===== config.mk =====
export PLATFORM = sky130hd
export DESIGN_NAME = pwr_gate_seq
export DESIGN_NICKNAME = d
export VERILOG_FILES = /design/src/rtl/pwr_gate_seq_pkg.sv /design/src/rtl/pwr_seq_timer.sv /design/src/rtl/pwr_gate_seq.sv
export SDC_FILE = /design/constraint.sdc
export NUM_CORES = 1
export LEC_CHECK = 0
export ABC_AREA = 1
export CAP_MARGIN = 0
export CORE_ASPECT_RATIO = 1.4
export CORE_UTILIZATION = 40
export CTS_CLUSTER_SIZE = 24
export DETAILED_ROUTE_END_ITERATION = 16
export SYNTH_ARGS = -nofsm -noshare
export SYNTH_HDL_FRONTEND = slang
export SYNTH_SLANG_ARGS = --single-unit

===== constraint.sdc =====
create_clock -name clk -period 3.8 [get_ports clk]
set_clock_uncertainty 0.2 [all_clocks]
set_input_delay 0.76 -clock clk [delete_from_list [all_inputs] [get_ports clk]]
set_output_delay 0.76 -clock clk [all_outputs]
set_load 0.02 [all_outputs]

===== src/rtl/pwr_gate_seq_pkg.sv =====
// Shared definitions for the power-domain sequencer.
//   state_e    : sequencer states with fixed observation encodings
//   STATE_W    : width of the observable state code
//   FAULT_CODE : encoding reserved for the sticky fault state
//   is_busy()  : 1 for every transitional state (not ON, OFF or FAULT)
package pwr_gate_seq_pkg;

  localparam int STATE_W = 4;
  localparam logic [STATE_W-1:0] FAULT_CODE = 4'd15;

  typedef enum logic [STATE_W-1:0] {
    ST_ON      = 4'd0,
    ST_CLKOFF  = 4'd1,
    ST_ISO     = 4'd2,
    ST_SAVE    = 4'd3,
    ST_PDOWN   = 4'd4,
    ST_OFF     = 4'd5,
    ST_PUP     = 4'd6,
    ST_RESTORE = 4'd7,
    ST_DEISO   = 4'd8,
    ST_CLKON   = 4'd9,
    ST_FAULT   = FAULT_CODE
  } state_e;

  function automatic logic is_busy(input state_e s);
    return !(s inside {ST_ON, ST_OFF, ST_FAULT});
  endfunction

endpackage


===== src/rtl/pwr_seq_timer.sv =====
// Saturating wait counter shared by all timed sequencer states.
//   clk      : clock, rising edge
//   rst      : synchronous active-high reset
//   clear    : restart from 0 (state entry); dominates enable
//   enable   : count up one per cycle, holding at all-ones
//   terminal : wait length in cycles supplied by the FSM (>= 1)
//   count    : current count, 0 in the first cycle after clear
//   hit      : 1 in the terminal-th cycle after clear (count == terminal-1)
module pwr_seq_timer #(
  parameter int unsigned CNT_W = 8
) (
  input  logic             clk,
  input  logic             rst,
  input  logic             clear,
  input  logic             enable,
  input  logic [CNT_W-1:0] terminal,
  output logic [CNT_W-1:0] count,
  output logic             hit
);

  // NOTE: sequential state is assigned with non-blocking (<=) so every flop
  // samples pre-edge values regardless of the order blocks are evaluated.
  always_ff @(posedge clk) begin
    if (rst || clear) begin
      count <= '0;
    end else if (enable && (count != '1)) begin
      count <= count + CNT_W'(1);
    end
  end

  assign hit = (count == (terminal - CNT_W'(1)));

endmodule


===== src/rtl/pwr_gate_seq.sv =====
// Power-gating sequencer for one switchable domain.
// Orders clock gating, isolation, retention save, rail off, rail on,
// retention restore and de-isolation, with a request/ack handshake to the
// header switch chain and a sticky fault on ack timeout.
//   clk       : clock, rising edge
//   rst       : synchronous active-high reset (returns to ON)
//   sleep_req : level request to power down (sampled in ON only)
//   wake_req  : level request to power up (sampled in OFF only)
//   pwr_ack   : switch-chain status, 1 = rail up
//   pwr_en    : header switch enable      iso_en  : isolation clamp enable
//   clk_en    : domain clock-gate enable  save    : retention save pulse
//   restore   : retention restore pulse   busy    : in a transitional state
//   err       : sticky fault flag         state   : current state code
// Build option: define PWR_GATE_SEQ_RETENTION_EN to include the SAVE and
// RESTORE steps; without it save/restore stay 0 and those states are skipped.
module pwr_gate_seq
  import pwr_gate_seq_pkg::*;
#(
  parameter int unsigned ISO_SETUP   = 2,
  parameter int unsigned ACK_TIMEOUT = 200,
  parameter int unsigned CNT_W       = 8
) (
  input  logic               clk,
  input  logic               rst,
  input  logic               sleep_req,
  input  logic               wake_req,
  input  logic               pwr_ack,
  output logic               pwr_en,
  output logic               iso_en,
  output logic               clk_en,
  output logic               save,
  output logic               restore,
  output logic               busy,
  output logic               err,
  output logic [STATE_W-1:0] state
);

  state_e           state_q, state_d;
  logic [CNT_W-1:0] cnt, term;
  logic             hit, cnt_clr, cnt_en, deiso_last;
  logic             pwr_en_d, iso_en_d, clk_en_d, save_d, restore_d, err_d;

  pwr_seq_timer #(.CNT_W(CNT_W)) u_timer (
    .clk      (clk),
    .rst      (rst),
    .clear    (cnt_clr),
    .enable   (cnt_en),
    .terminal (term),
    .count    (cnt),
    .hit      (hit)
  );

  // NOTE: every variable written here gets a default first, so no path
  // through the case statements can leave one unassigned and infer a latch.
  always_comb begin
    state_d = state_q;
    term    = CNT_W'(ISO_SETUP);
    cnt_en  = 1'b0;

    case (state_q)
      ST_ON:     if (sleep_req) state_d = ST_CLKOFF;
      ST_CLKOFF: state_d = ST_ISO;
      ST_ISO: begin
        cnt_en = 1'b1;
        if (hit) begin
`ifdef PWR_GATE_SEQ_RETENTION_EN
          state_d = ST_SAVE;
`else
          state_d = ST_PDOWN;
`endif
        end
      end
`ifdef PWR_GATE_SEQ_RETENTION_EN
      ST_SAVE:    state_d = ST_PDOWN;
      ST_RESTORE: state_d = ST_DEISO;
`endif
      ST_PDOWN: begin
        term   = CNT_W'(ACK_TIMEOUT);
        cnt_en = 1'b1;
        // A rail-down ack in the terminal cycle still counts as on time.
        if (!pwr_ack)  state_d = ST_OFF;
        else if (hit)  state_d = ST_FAULT;
      end
      ST_OFF: if (wake_req) state_d = ST_PUP;
      ST_PUP: begin
        term   = CNT_W'(ACK_TIMEOUT);
        cnt_en = 1'b1;
        if (pwr_ack) begin
`ifdef PWR_GATE_SEQ_RETENTION_EN
          state_d = ST_RESTORE;
`else
          state_d = ST_DEISO;
`endif
        end else if (hit) begin
          state_d = ST_FAULT;
        end
      end
      ST_DEISO: begin
        cnt_en = 1'b1;
        if (hit) state_d = ST_CLKON;
      end
      ST_CLKON: state_d = ST_ON;
      ST_FAULT: state_d = ST_FAULT;
      default:  state_d = ST_FAULT;
    endcase

    cnt_clr = (state_d != state_q);

    // Outputs are registered from the next state, so the clamp release has
    // to be predicted: it drops for the cycle in which the counter will read
    // ISO_SETUP-1, i.e. the final DEISO cycle.
    deiso_last = (state_q == ST_DEISO) ? (cnt == CNT_W'(ISO_SETUP - 2))
                                       : (ISO_SETUP == 1);

    pwr_en_d  = 1'b1;
    iso_en_d  = 1'b1;
    clk_en_d  = 1'b0;
    save_d    = 1'b0;
    restore_d = 1'b0;
    err_d     = 1'b0;
    case (state_d)
      ST_ON, ST_CLKON: begin
        iso_en_d = 1'b0;
        clk_en_d = 1'b1;
      end
      ST_CLKOFF:         iso_en_d = 1'b0;
`ifdef PWR_GATE_SEQ_RETENTION_EN
      ST_SAVE:           save_d    = 1'b1;
      ST_RESTORE:        restore_d = 1'b1;
`endif
      ST_PDOWN, ST_OFF:  pwr_en_d = 1'b0;
      ST_DEISO:          iso_en_d = !deiso_last;
      ST_FAULT:          err_d    = 1'b1;
      default:           ;
    endcase
  end

  always_ff @(posedge clk) begin
    if (rst) begin
      state_q <= ST_ON;
      pwr_en  <= 1'b1;
      iso_en  <= 1'b0;
      clk_en  <= 1'b1;
      save    <= 1'b0;
      restore <= 1'b0;
      busy    <= 1'b0;
      err     <= 1'b0;
    end else begin
      state_q <= state_d;
      pwr_en  <= pwr_en_d;
      iso_en  <= iso_en_d;
      clk_en  <= clk_en_d;
      save    <= save_d;
      restore <= restore_d;
      busy    <= is_busy(state_d);
      err     <= err_d;
    end
  end

  assign state = state_q;

  // Ordering invariants; reset is allowed to drop the clamp immediately.
  a_pwr_fall: assert property (@(posedge clk) disable iff (rst)
    ($fell(pwr_en) && !$past(rst)) |-> (iso_en && !clk_en));
  a_iso_fall: assert property (@(posedge clk) disable iff (rst)
    ($fell(iso_en) && !$past(rst)) |-> (pwr_en && pwr_ack));
  a_save_restore: assert property (@(posedge clk) disable iff (rst)
    !(save && restore));

endmodule


# Word-level counts from Yosys, hierarchy flattened

Cells that the tools add are included.

$mul: 0
Magnitude comparators: 0
Equal/unequal tests: 16
Add/sub/neg operators: 2
Divide/modulo/power cells: 0
Muxes and demuxes: 15
Shifts and indexed selects: 0
Bitwise gates (word level): 0
Reduce and logical (&&, ||, !) cells: 13

Operators by type and width:

| kind                | count |
|---|---|
| $pmux 4 s8          | 1 |
| $mux 4              | 7 |
| $eq 4x3->1 const B  | 5 |
| $eq 4x4->1 const B  | 5 |
| $add 8x1->8 const B | 1 |
| $eq 4x1->1 const B  | 2 |
| $eq 8x8->1          | 1 |
| $logic_not 4->1     | 2 |
| $logic_not 8->1     | 1 |
| $mux 8              | 1 |
| $ne 8x8->1 const B  | 1 |
| $sub 8x1->8 const B | 1 |
| $reduce_or 2->1     | 3 |
| $mux 1              | 5 |
| $eq 4x2->1 const B  | 1 |
| $ne 4x4->1          | 1 |
| $reduce_or 4->1     | 1 |
| $reduce_bool 3->1   | 1 |
| $reduce_or 3->1     | 1 |
| $logic_not 1->1     | 2 |
| $pmux 1 s2          | 1 |
| $logic_and 1x1->1   | 1 |
| $logic_or 1x1->1    | 1 |

Memories: 0
Input port bits: 5
Latch bits: 0
Bits in read-only memories: 0
Memory bits (writable): 0
Flip-flop bits (word level): 17

# Logic depth before layout (Yosys ltp)

Word-level depth: 11
Gate-level depth with buffers: 14
Gate-level depth less buffers: 14

# Cells and area by module

A second synthesis with hierarchy kept.

Cell total of the unflattened synthesis: 230
Area total of the unflattened synthesis: 1,422.6 sq um

By module, submodules not included:

| module        | area each (sq um) | times used | cells each |
|---|---|---|---|
| pwr_gate_seq  | 718.2             | 1          | 111 |
| pwr_seq_timer | 704.4             | 1          | 119 |

# Least setup slack after synthesis

Ideal clock, no wire load.

Path type: input -> register
From: input port pwr_ack
To: register u_timer.count[0]
Stages: 11
Library setup time: 0.066 ns
Buffers on the path: 0
Arrival time: 1.666 ns
Path slack: 1.868 ns
Path through: inv_1 nand4_1 o21ai_1 inv_1 nand2_1 nand2_1 nand2_2 nand2_1 nand2_1 nand3_2 nor2_1

Longest elaborated chain between the ends: 4

RTL lines:

| item                      | RTL line                               | RTL |
|---|---|---|
| start: declaration        | pwr_gate_seq.sv:27                     | `input logic pwr_ack,` |
| $mux 4 (on tied branches) | pwr_gate_seq.sv:88, pwr_gate_seq.sv:81 |  |
| $pmux 4 s8 (*)            | pwr_gate_seq.sv:60                     | `case (state_q)` |
| $ne 4x4->1 (*)            | pwr_gate_seq.sv:107                    | `cnt_clr = (state_d != state_q);` |
| $logic_or 1x1->1 (*)      | pwr_seq_timer.sv:24                    | `if (rst \|\| clear) begin` |
| end signal: assignment    | pwr_seq_timer.sv:27                    | `count <= count + CNT_W'(1);` |
| end: declaration          | pwr_seq_timer.sv:17                    | `output logic [CNT_W-1:0] count,` |

Mark *: on every way between the ends. The rest lies on a longest branch, timed or not.
A chain may end at the register's enable or synchronous reset.

# Final worst setup path

From: register state_q[2] (netlist: state[2])
To: output port state[2]

RTL lines:

| item                     | RTL line            | RTL |
|---|---|---|
| start: declaration       | pwr_gate_seq.sv:38  | `state_e state_q, state_d;` |
| start signal: assignment | pwr_gate_seq.sv:149 | `state_q <= state_d;` |
| end: declaration         | pwr_gate_seq.sv:35  | `output logic [STATE_W-1:0] state` |

No word-level cell between the ends.

==> impl_metrics.toml <==
[flow_run]
maxCapViolations = 0

[outcome]
status = "completed"

[final_layout]
antenna_cells = 0
drive_gt1_share_pct = 9.239
post_layout_nonfiller_instances = 218
finish.net_count = 192
area_growth_pct = 17.76
design_area_um2 = 1252
utilization_pct = 51.25
fillCellCount = 252

[drt]
dr.first_iter.drc_count = 27
routed_wl_mm = 2.471
vias = 1088
drt_pre_antenna_iters = 4
vias_per_cell = 4.991
drc = 0
ant_nets = 0
avgRoutedWirePerCell_um = 11.33

[setup_path]
critPathBufInv = 1
max_stage_delay_ns = 0.66
crit_type = "flip-flop to output pin"
crit_arrival_ns = 1.45
slowest_stage = "clkdlybuf4s50_1"
cp-start-kind = "flip-flop"
endpoint_kind = "output pin"
cp_max_fo = 7
cp_top_family = "buffers and inverters"
crit_chain = "clkdlybuf4s50_1"
worstPathRequired_ns = 2.84

[power_and_ir_drop]
powerDensity_nw_per_um2 = 333.6
vdd_ir_drop_max_mv = 0.3141
fin_total_pwr_uw = 417.8
cellLeakagePower_nw = 0.5753

[placed_design]
place_hpwl_mm = 1.933
routabilityCongestion = 0.9136
dp_cells = 214
port_buffers = 13
post-place-ws_ns = 1.199
placed_cell_area_um2 = 1225

[yosys]
ys_top_cells_by_count = "nand2_1, inv_1, nor2_1"
syn_area_per_cell_um2 = 6.330
yosysTopAreaCellShare_pct = 32.00
synth_seq_area_share_pct = 32.00
async_reset_ff_share_pct = 0
ys_types = 23
synth_flop_cell = "dfxtp_1"
synth_warnings = 0
synth_top_cell_by_area = "dfxtp_1"
syn_area_um2 = 1064
synth_edf_count = 0
synth-seq-cells = 17
yosys-top-cells-area = "dfxtp_1, nand2_1, inv_1"
yosysMostFrequentCell = "nand2_1"
synthCells = 168

[timing]
fin_setup_tns_ns = 0
rsz0062_at_grt = "no"
min_period_ns = 2.412
clock.fmax_mhz = 414.6
hold_viol = 0
worst_hold_slack_ns = 0.4284
min_period_over_period_pct = 63.48
finalSetupViolCount = 0
slew_viol_final = 0
setup_ws_ns = 1.388

[global_routing]
grt_max_degree = 11
track_usage_pct = 18.56
overflow = 0
grt_pass1_wl_mm = 3.919
grt_pass1_vias = 945
antenna_found_initial = 0

[floorplan]
fp.coreArea_um2 = 2444
ios = 16
fp.dieArea_um2 = 2872
die_h_um = 63.01
initial_core_util_pct = 43.52
die_w_um = 45.58
core.rowCount = 21

[clock_tree]
root_buffer = "clkbuf_4"
cts_hold_buffers = 0
tritoncts = "built"
cts.sinks = 17
post_cts_buffers = 0
cts_buffers = 3
clkTransAtPathRegs_ns = 0.10
ctsResizeCount = 0
htreeDepth = 1
clk_latency_ns = 0.29
clockBufferDepth = 2

[hold_path]
hp-class = "flip-flop to flip-flop"
[final timing paths]
path,end,depth (start not counted),slack [ns],start
max,state[2],1,1.39,state[2]
min,u_timer.count[0],2,0.43,u_timer.count[0]
max reg2reg,u_timer.count[1],9,1.66,u_timer.count[0]
min reg2reg,u_timer.count[0],2,0.43,u_timer.count[0]
[layout by cell type (no fill, tap or decap)]
| cell type | synthesis | layout |
|---|---|---|
| nand2_1 | 41 | 41 |
| inv_1 | 25 | 25 |
| nor2_1 | 22 | 22 |
| dfxtp_1 | 17 | 17 |
| nand3_1 | 14 | 14 |
| clkdlybuf4s50_1 | 0 | 13 |
| xor2_1 | 7 | 7 |
| o21ai_0 | 5 | 5 |
| nor3_1 | 5 | 5 |
| a21oi_1 | 5 | 5 |
| inv_2 | 4 | 4 |
| nand4_1 | 4 | 4 |
| nand2_2 | 3 | 3 |
| clkbuf_4 | 0 | 3 |
| nor2_2 | 2 | 2 |
| nand3_2 | 2 | 2 |
| o21ai_1 | 2 | 2 |
| ha_1 | 2 | 2 |
| conb_1 | 1 | 2 |
| nor4_1 | 1 | 1 |
| nor3_2 | 1 | 1 |
| o21bai_2 | 1 | 1 |
| o22ai_1 | 1 | 1 |
| o21a_1 | 1 | 1 |
| clkinv_2 | 0 | 1 |
[layout make-up]
cell class	instances	area [um2]	area share (%)
inverter	29	108.9	8.691
tap	34	42.54	3.397
clock buffer	3	22.52	1.798
sequential	17	340.3	27.17
timing repair buffer	13	130.1	10.39
clock inverter	1	5.005	0.3996
multi-input combinational	121	603.1	48.15
[layer usage]
layer,global-route usage (%),share of wire [%],routed length [um],vias to the layer above
met5,0,0,0,-
met4,9.470,2.7,66,0
met3,3.468,3.3,82,6
li1,-,-,-,557
met1,18.65,39,973,491
met2,33.57,55,1348,34
[logic make-up after synthesis]
kind of cell,count (synthesis),synth area share [%]
AOI/OAI and AO/OA,15,8.000
xor gates and xnor gates,7,5.765
adders and majority gates,2,2.353
buffers and inverters,31,11.65
DFF,17,32.00
other,1,0.3526
and+or+nand+nor,95,39.88
[report_power, final]
group	switching, mW	internal (mW)
sequential	0.00822	0.189
clock	0.0597	0.0391
combinational	0.0769	0.0454
total	0.145	0.273
[registers in the layout (all words and copies together) (netlist names)]
| name | count |
|---|---|
| busy | 1 |
| clk_en | 1 |
| err | 1 |
| iso_en | 1 |
| pwr_en | 1 |
| state | 4 |
| u_timer.count | 8 |
(Power assumes the default switching activity.)
